===== src/rtl/totient_sequencer.sv =====
// totient_sequencer: sweeps n over 1..N_MAX (wrap or ping-pong) and emits (n, phi(n)),
// where phi(n) counts k in 1..n with gcd(k,n)=1 using a subtractive GCD.
module totient_sequencer #(
   parameter int WIDTH = 5,
   parameter int N_MAX = 16
) (
   input  logic             clock,
   input  logic             reset,
   input  logic             enable,
   input  logic             mode,
   input  logic             out_ready,
   output logic             out_valid,
   output logic [WIDTH-1:0] out_n,
   output logic [WIDTH-1:0] out_phi,
   output logic             busy,
   output logic             direction
);
   typedef enum logic [1:0] {IDLE, GCD, OUT} state_t;
   localparam logic [WIDTH-1:0] ONE  = WIDTH'(1);
   localparam logic [WIDTH-1:0] NMAX = WIDTH'(N_MAX);
   state_t           state_q, state_d;
   logic [WIDTH-1:0] n_q, n_d, k_q, k_d, a_q, a_d, b_q, b_d, cnt_q, cnt_d, phi_q, phi_d;
   logic             dir_q, dir_d;
   logic [WIDTH-1:0] coprime;
   assign coprime   = {{(WIDTH-1){1'b0}}, a_q == ONE};
   assign out_valid = state_q == OUT;
   assign busy      = state_q == GCD;
   assign out_n     = n_q;
   assign out_phi   = phi_q;
   assign direction = dir_q;
   always_comb begin
      state_d = state_q;
      n_d     = n_q;
      k_d     = k_q;
      a_d     = a_q;
      b_d     = b_q;
      cnt_d   = cnt_q;
      phi_d   = phi_q;
      dir_d   = dir_q;
      case (state_q)
         IDLE: if (enable) begin
            a_d     = n_q;
            b_d     = ONE;
            k_d     = ONE;
            cnt_d   = '0;
            state_d = GCD;
         end
         GCD: if (a_q > b_q) a_d = a_q - b_q;
         else if (a_q < b_q) b_d = b_q - a_q;
         else begin
            cnt_d = cnt_q + coprime;
            if (k_q == n_q) begin
               phi_d   = cnt_q + coprime;
               state_d = OUT;
            end else begin
               k_d = k_q + ONE;
               a_d = n_q;
               b_d = k_q + ONE;
            end
         end
         OUT: if (out_ready) begin
            state_d = IDLE;
            // wrap also clears a stale descending direction
            if (!mode) begin
               dir_d = 1'b0;
               n_d   = (n_q == NMAX) ? ONE : n_q + ONE;
            end else if (!dir_q) begin
               dir_d = n_q == NMAX;
               n_d   = (n_q == NMAX) ? NMAX - ONE : n_q + ONE;
            end else begin
               dir_d = n_q != ONE;
               n_d   = (n_q == ONE) ? WIDTH'(2) : n_q - ONE;
            end
         end
         default: state_d = IDLE;
      endcase
   end
   always_ff @(posedge clock) begin
      if (reset) begin
         state_q <= IDLE;
         n_q     <= ONE;
         k_q     <= ONE;
         a_q     <= '0;
         b_q     <= '0;
         cnt_q   <= '0;
         phi_q   <= '0;
         dir_q   <= 1'b0;
      end else begin
         state_q <= state_d;
         n_q     <= n_d;
         k_q     <= k_d;
         a_q     <= a_d;
         b_q     <= b_d;
         cnt_q   <= cnt_d;
         phi_q   <= phi_d;
         dir_q   <= dir_d;
      end
   end
endmodule


===== config.mk =====
export PLATFORM = sky130hd
export DESIGN_NAME = totient_sequencer
export DESIGN_NICKNAME = d
export VERILOG_FILES = /design/src/rtl/totient_sequencer.sv
export SDC_FILE = /design/constraint.sdc
export NUM_CORES = 1
export LEC_CHECK = 0
export ABC_AREA = 1
export CORE_UTILIZATION = 45
export DETAILED_ROUTE_END_ITERATION = 10
export PLACE_DENSITY_LB_ADDON = 0.12
export SYNTH_ARGS = -nofsm -noshare
export SYNTH_HDL_FRONTEND = slang
export SYNTH_SLANG_ARGS = --single-unit

===== constraint.sdc =====
create_clock -name clock -period 4.7 [get_ports clock]
set_clock_uncertainty 0.05 [all_clocks]
set_input_delay 0.47 -clock clock [delete_from_list [all_inputs] [get_ports clock]]
set_output_delay 0.47 -clock clock [all_outputs]
set_load 0.01 [all_outputs]

==> run_results.csv, run 1 <==
group,metric,value,unit
run_status,run_status,"completed",
floorplanning,placeableCoreArea,4850,µm²
synth,synth_top_area_share,28.3,%
clock_network,clockBufferDepth,2,
clock_network,post_cts.repair.setup_buffers,0,
power_and_ir_drop,power_share_of_the_sequential_group,24.6,%
synth,ys_types,31,
timing,grt_setup_unrepaired,"false",
clock_network,tritoncts.num_buffers,5,
route,route.detailed.drc,0,
synth,synthMostInstantiatedCell,"nand2_1",
synth,syn_area,2330,µm²
cells_and_area,n_antenna_cell,0,
global_routing,grt_antenna_before_repair,0,
route,drt-total-wl,5250,µm
floorplanning,initial_core_utilization,48.1,%
synth,synth_edf_count,0,
synth,ys.warnings.count,0,
synth,mappedNetlistNets,370,
synth,yosys_register_bits,33,
clock_network,ctsRootBufferMaster,"clkbuf_8",
synth,synth_top_flop_cell,"dfxtp_1",
setup_path,path_common_cell,"inv_1",
floorplanning,rows,25,
route,drt-pass1-iter-count,4,
timing,max_clock_freq,0.417,GHz
setup_path,startpoint_class_of_the_critical_path,"register",
route,drtAntennaViolNets,0,
timing,setup_viol_count_final,0,
power_and_ir_drop,switching_share,47.0,%
timing,report.final.hold_viol_count,0,
run,max_cap_viol_count,0,
power_and_ir_drop,share_comb_of_total_power,57.2,%
place,place_inst,421,
power_and_ir_drop,power.share.clock,18.1,%
setup_path,max_fo_critical_path,12,
power_and_ir_drop,total_leakage_power,1.24,nW
synth,syn_inst,347,
setup_path,worst_ep_required_time,4830,ps
global_routing,grt_max_degree,22,
timing,timing.slew.headroom,60.9,%
synth,synth_commonest_cells,"nand2_1 (69), inv_1 (47), nor2_1 (42)",
timing,timing.final.crit_share,51.0,%
synth,seq_total_area_yosys,28.3,%
synth,yosysTopAreaCell,"dfxtp_1",
cells_and_area,layout-drive-gt1-share,6.91,%
setup_path,worst-endpoint-arrival,2530,ps
setup_path,cpPeakStageDelay,430,ps
power_and_ir_drop,total_switching_power,0.000722,W
timing,finalSetupTns,0,ps
timing,final_max_slew_viol_count,0,
clock_network,cts.sinks,33,
setup_path,end_kind,"register",
setup_path,cp_num_buf_inv,4,
cells_and_area,fillCellCount,499,
cells_and_area,area_delta_synth_final,13.3,%
setup_path,path_cells,"inv_1, ha_1, nand2_1, inv_1, nand3_1, nand3_2, inv_2, nor2_4, clkinv_1, o21ai_0, nor2_1",
synth,async_reset_ff_share,0,%
power_and_ir_drop,power_density,581,nW/µm²
synth,postSynthAreaPerCell,6.72,µm²
setup_path,critPathTopFamily,"simple AND/OR/NAND/NOR gates",
floorplanning,design.die.area,5470,µm²
floorplanning,die_y,74.0,µm
route,routed_wire_length_per_instance,12.2,µm
setup_path,critical-path-slowest-cell,"ha_1",
timing,timing.final.crit_period,2400,ps
clock_network,h-tree-depth,2,
clock_network,ctsResizeCount,0,
timing,worst-slew-pin-transition,585,ps
clock_network,clock_slew_at_the_register_clock_pins_of_the_worst_setup_and_hold_paths,70,ps
route,vias_per_cell,4.83,
place,gpl.final_weighted_congestion,0.861,
place,post-dp-hpwl,4000,µm
hold_path,min_path_type,"register to register",
clock_network,cts_hold_repair.buffers,0,
synth,synth.top_cells.by_area,"dfxtp_1 (28%), nand2_1 (11%), ha_1 (8.6%), inv_1 (7.6%), nor2_1 (6.8%)",
route,drt_iter0_markers,96,
power_and_ir_drop,power.ir.vdd_worst,210,µV
floorplanning,fp.dieW,74.0,µm
setup_path,worst-setup-path-type,"register to register",
global_routing,grt_pass1_wl,8960,µm
place,portBuffers,17,
floorplanning,io-pin-count,18,
cells_and_area,layout.nets,384,
clock_network,worst_skew_pair.late_latency,290,ps
global_routing,grt-ovfl-total,0,
cells_and_area,finalNonFillerCells,429,
clock_network,tritoncts_clock_tree,"yes",
power_and_ir_drop,internal-power,0.000813,W
global_routing,first_global_vias,1982,
route,detailroute.via_count,2074,
global_routing,total_global_route_track_usage,21.4,%
[state kept, by name (all words and copies together), names as in the netlist]
name,flops
cnt_q,5
b_q,5
state_q,2
out_n,5
a_q,5
k_q,5
out_phi,5
direction,1
[logic make-up after synthesis]
logic type	share of synthesized area, %
and+or+nand+nor	30.7
buffers and inverters	11.1
AOI/OAI and AO/OA	12.4
DFF	28.3
xor gates and xnor gates	7.14
adders and majority gates	10.3
[path summary, 6_finish.rpt]
| check | slack (ps) | end | cells after the start | start |
|---|---|---|---|---|
| hold reg to reg | 430 | out_phi[1] | 2 | out_phi[1] |
| setup / recovery | 2300 | cnt_q[3] | 11 | a_q[2] |
| hold / removal | 430 | out_phi[1] | 2 | out_phi[1] |
| setup reg to reg | 2300 | cnt_q[3] | 11 | a_q[2] |
[final cells by class]
| type | instances | area, µm² | area share [%] |
|---|---|---|---|
| clock inverter | 1 | 30.0 | 1.14 |
| sequential | 33 | 661 | 25.0 |
| inverter | 53 | 199 | 7.53 |
| tap | 67 | 83.8 | 3.17 |
| clock buffer | 7 | 86.3 | 3.27 |
| multi-input combinational | 251 | 1410 | 53.5 |
| timing repair buffer | 17 | 170 | 6.44 |
[power by group through the flow]
stage          registers [W]  clock network, W  logic [W]
2_1_floorplan       0.000377                 0   0.000699
3_3_place_gp        0.000384                 0   0.000867
3_5_place_dp        0.000385                 0   0.000864
4_1_cts             0.000379          0.000286   0.000876
5_1_grt             0.000386          0.000296   0.000998
6_report            0.000378          0.000278   0.000878
[layout by cell type (no fill, tap or decap), drive strengths merged]
cell           synthesis  final
nand2b                 1      1
clkbuf                 3      7
fa                     2      2
clkdlybuf4s50          0     17
dfxtp                 33     33
xor2                  12     12
nor3                   4      4
nand2                 74     74
nand3                 27     27
o211ai                 4      4
a21oi                 27     27
xnor2                  7      7
clkinv                 1      1
nand4                  4      4
inv                   52     52
nor2                  46     46
nand3b                 3      3
o21ai                 23     23
bufinv                 0      1
a31oi                  1      1
ha                    16     16
[worst min-delay path: stages, from the launching register on]
cell	delay, ps
dfxtp_1	320
nor2_1	40
nor2_1	80
[per-layer routing]
| layer | vias up | part of all wire (%) | track usage [%] |
|---|---|---|---|
| li1 | 1126 | - | - |
| met1 | 899 | 49 | 29.8 |
| met2 | 40 | 45 | 33.0 |
| met3 | 9 | 4.3 | 5.01 |
| met4 | 0 | 1.6 | 5.98 |
| met5 | - | 0 | 0 |
[through the flow]
stage,util [%],power (W),hold slack (ps),area (µm²),setup slack (ps)
floorplan,-,0.00108,398,2330,2860
global placement,52.1,0.00125,414,2530,2510
detailed placement,52.1,0.00125,423,2530,2380
CTS,54.5,0.00154,437,2640,2340
global route,54.5,0.00168,460,2640,2060
finish,54.5,0.00153,429,2640,2300
No activity file was read; power rests on OpenSTA's default activity.
==> inputs of run 2 (changes only) <==
Clock period 4.7 ns to 2.3 ns, I/O delays scaled along.
==> run_results.csv, run 2 (synthesized netlist as in run 1, its figures left out) <==
group,metric,value,unit
route,drt_iter0_markers,144,
clock_network,clock_slew_at_the_register_clock_pins_of_the_worst_setup_and_hold_paths,70,ps
setup_path,worst-endpoint-arrival,2240,ps
floorplanning,io-pin-count,18,
cells_and_area,area_delta_synth_final,17.2,%
cells_and_area,n_antenna_cell,0,
hold_path,timing.hold.worst_path_depth,2,
global_routing,globalRouteMet1Util,29.7,%
timing,setup_viol_count_final,0,
clock_network,clockBufferDepth,2,
timing,report.final.hold_viol_count,0,
cells_and_area,layout.nets,396,
timing,timing.final.crit_period,2110,ps
setup_path,max_fo_critical_path,9,
place,post-dp-hpwl,4150,µm
clock_network,ctsRootBufferMaster,"clkbuf_8",
global_routing,grt.met2_usage,36.5,%
global_routing,grt-ovfl-total,0,
setup_path,end_kind,"register",
timing,max_clock_freq,0.475,GHz
global_routing,total_global_route_track_usage,22.0,%
setup_path,timing.reg2reg.setup_slack,190,ps
clock_network,h-tree-depth,2,
floorplanning,fp.dieW,74.0,µm
cells_and_area,layout-drive-gt1-share,9.89,%
cells_and_area,final_design_utilization,56.4,%
global_routing,global_route.peak_usage_layer,"met2",
floorplanning,rows,25,
setup_path,startpoint_class_of_the_critical_path,"register",
route,vias_per_cell,4.94,
clock_network,tritoncts_clock_tree,"yes",
global_routing,first_global_vias,1995,
cells_and_area,mostFrequentLayoutCell,"nand2_1",
timing,worst-slew-pin-transition,518,ps
run,max_cap_viol_count,0,
route,drt-pass1-iter-count,5,
timing,timing.final.crit_share,91.6,%
route,drtAntennaViolNets,0,
power_and_ir_drop,total_leakage_power,1.30,nW
floorplanning,design.die.area,5470,µm²
hold_path,hp-start,"cnt_q[0]",
place,portBuffers,17,
setup_path,timing.rr.end,"cnt_q[3]",
global_routing,grt_pass1_wl,9200,µm
timing,timing.slew.headroom,65.4,%
route,route.detailed.drc,0,
route,detailroute.via_count,2179,
floorplanning,placeableCoreArea,4850,µm²
setup_path,worst-setup-path-type,"register to register",
run_status,run_status,"completed",
route,routed_wire_length_per_instance,12.2,µm
global_routing,grt_max_degree,18,
floorplanning,die_y,74.0,µm
route,drt-total-wl,5380,µm
setup_path,worst_ep_required_time,2430,ps
hold_path,hold-path-endpoint,"cnt_q[0]",
global_routing,grt_antenna_before_repair,0,
power_and_ir_drop,power.ir.vdd_worst,408,µV
setup_path,crit-reg2reg-launch,"a_q[2]",
clock_network,tritoncts.num_buffers,5,
floorplanning,initial_core_utilization,48.1,%
timing,final_max_slew_viol_count,0,
clock_network,cts.sinks,33,
hold_path,min_path_type,"register to register",
clock_network,ctsResizeCount,0,
place,gpl.final_weighted_congestion,0.859,
power_and_ir_drop,power_density,1200,nW/µm²
global_routing,met3_usage,4.07,%
timing,finalSetupTns,0,ps
cells_and_area,most_frequent_cells_in_the_layout,"nand2_1 (69), inv_1 (47), nor2_1 (42), dfxtp_1 (33), a21oi_1 (26)",
setup_path,ff2ff_path_depth,12,
cells_and_area,fillCellCount,462,
clock_network,worst_skew_pair.late_latency,290,ps
run 2: cell count changes in the layout (fill, tap and decap cells not counted):
cell / previous run / this run
buf_4: 0 / 12
run 2: cell type report:
| class | count | area [µm²] | area share, % |
|---|---|---|---|
| clock buffers | 7 | 86.3 | 3.16 |
| repair buffers | 29 | 260 | 9.52 |
| inverters | 53 | 199 | 7.28 |
| well taps | 67 | 83.8 | 3.07 |
| clock inverters | 1 | 30.0 | 1.10 |
| flip-flops and latches | 33 | 661 | 24.2 |
| multi-input cells | 251 | 1410 | 51.7 |
run 2: how the worst max path moves through the flow:
stage                     slack [ps]        to  startpoint  cells past startpoint
after global placement           250  cnt_q[3]      a_q[2]                     12
after detailed placement         190  cnt_q[3]      a_q[2]                     12
after CTS                        170  cnt_q[3]      a_q[2]                     12
after floorplan                  460    b_q[4]      a_q[2]                     13
after global routing            -0.5  cnt_q[3]      a_q[2]                     12
final                            190  cnt_q[3]      a_q[2]                     12
run 2: through the flow:
stage | cells | setup WS [ps] | hold slack (ps) | power (W) | cell area [µm²]
finish | 441 | 193 | 428 | 0.00328 | 2730
global route | 441 | -0.523 | 450 | 0.00358 | 2730
CTS | 437 | 174 | 432 | 0.00321 | 2700
detailed placement | 429 | 191 | 419 | 0.00262 | 2590
global placement | 429 | 246 | 415 | 0.00261 | 2590
floorplan | 347 | 462 | 336 | 0.00220 | 2330
run 2: repair_timing:
item,4_1_cts,5_1_grt
setup endpoints to repair,0,2
hold buffers,0,0
buffers inserted,0,4
run 2: report_power, final:
part	internal, W	switching [W]	leakage [nW]
logic	0.000732	0.00121	0.973
clock network	0.000353	0.000221	0.0585
registers	0.000682	0.0000852	0.269
total	0.00177	0.00152	1.30
run 2: routing by layer:
layer  vias to the layer above  routed length, µm  share of wire [%]
li1                       1156                  -                  -
met1                       981               2600                 48
met2                        37               2560                 48
met3                         5                187                3.5
met4                         0                 38               0.71
met5                         -                  0                  0
run 2: worst max-delay path, stage by stage, from the launching register on:
cell and delay (ps):
dfxtp_1 370, inv_1 70, ha_1 320, nand2_1 70, nand2_1 80, nand2_2 110
nand3_4 140, nand3_2 130, inv_2 60, nor2_4 190, clkinv_1 170, o21ai_0 180
nor2_1 50
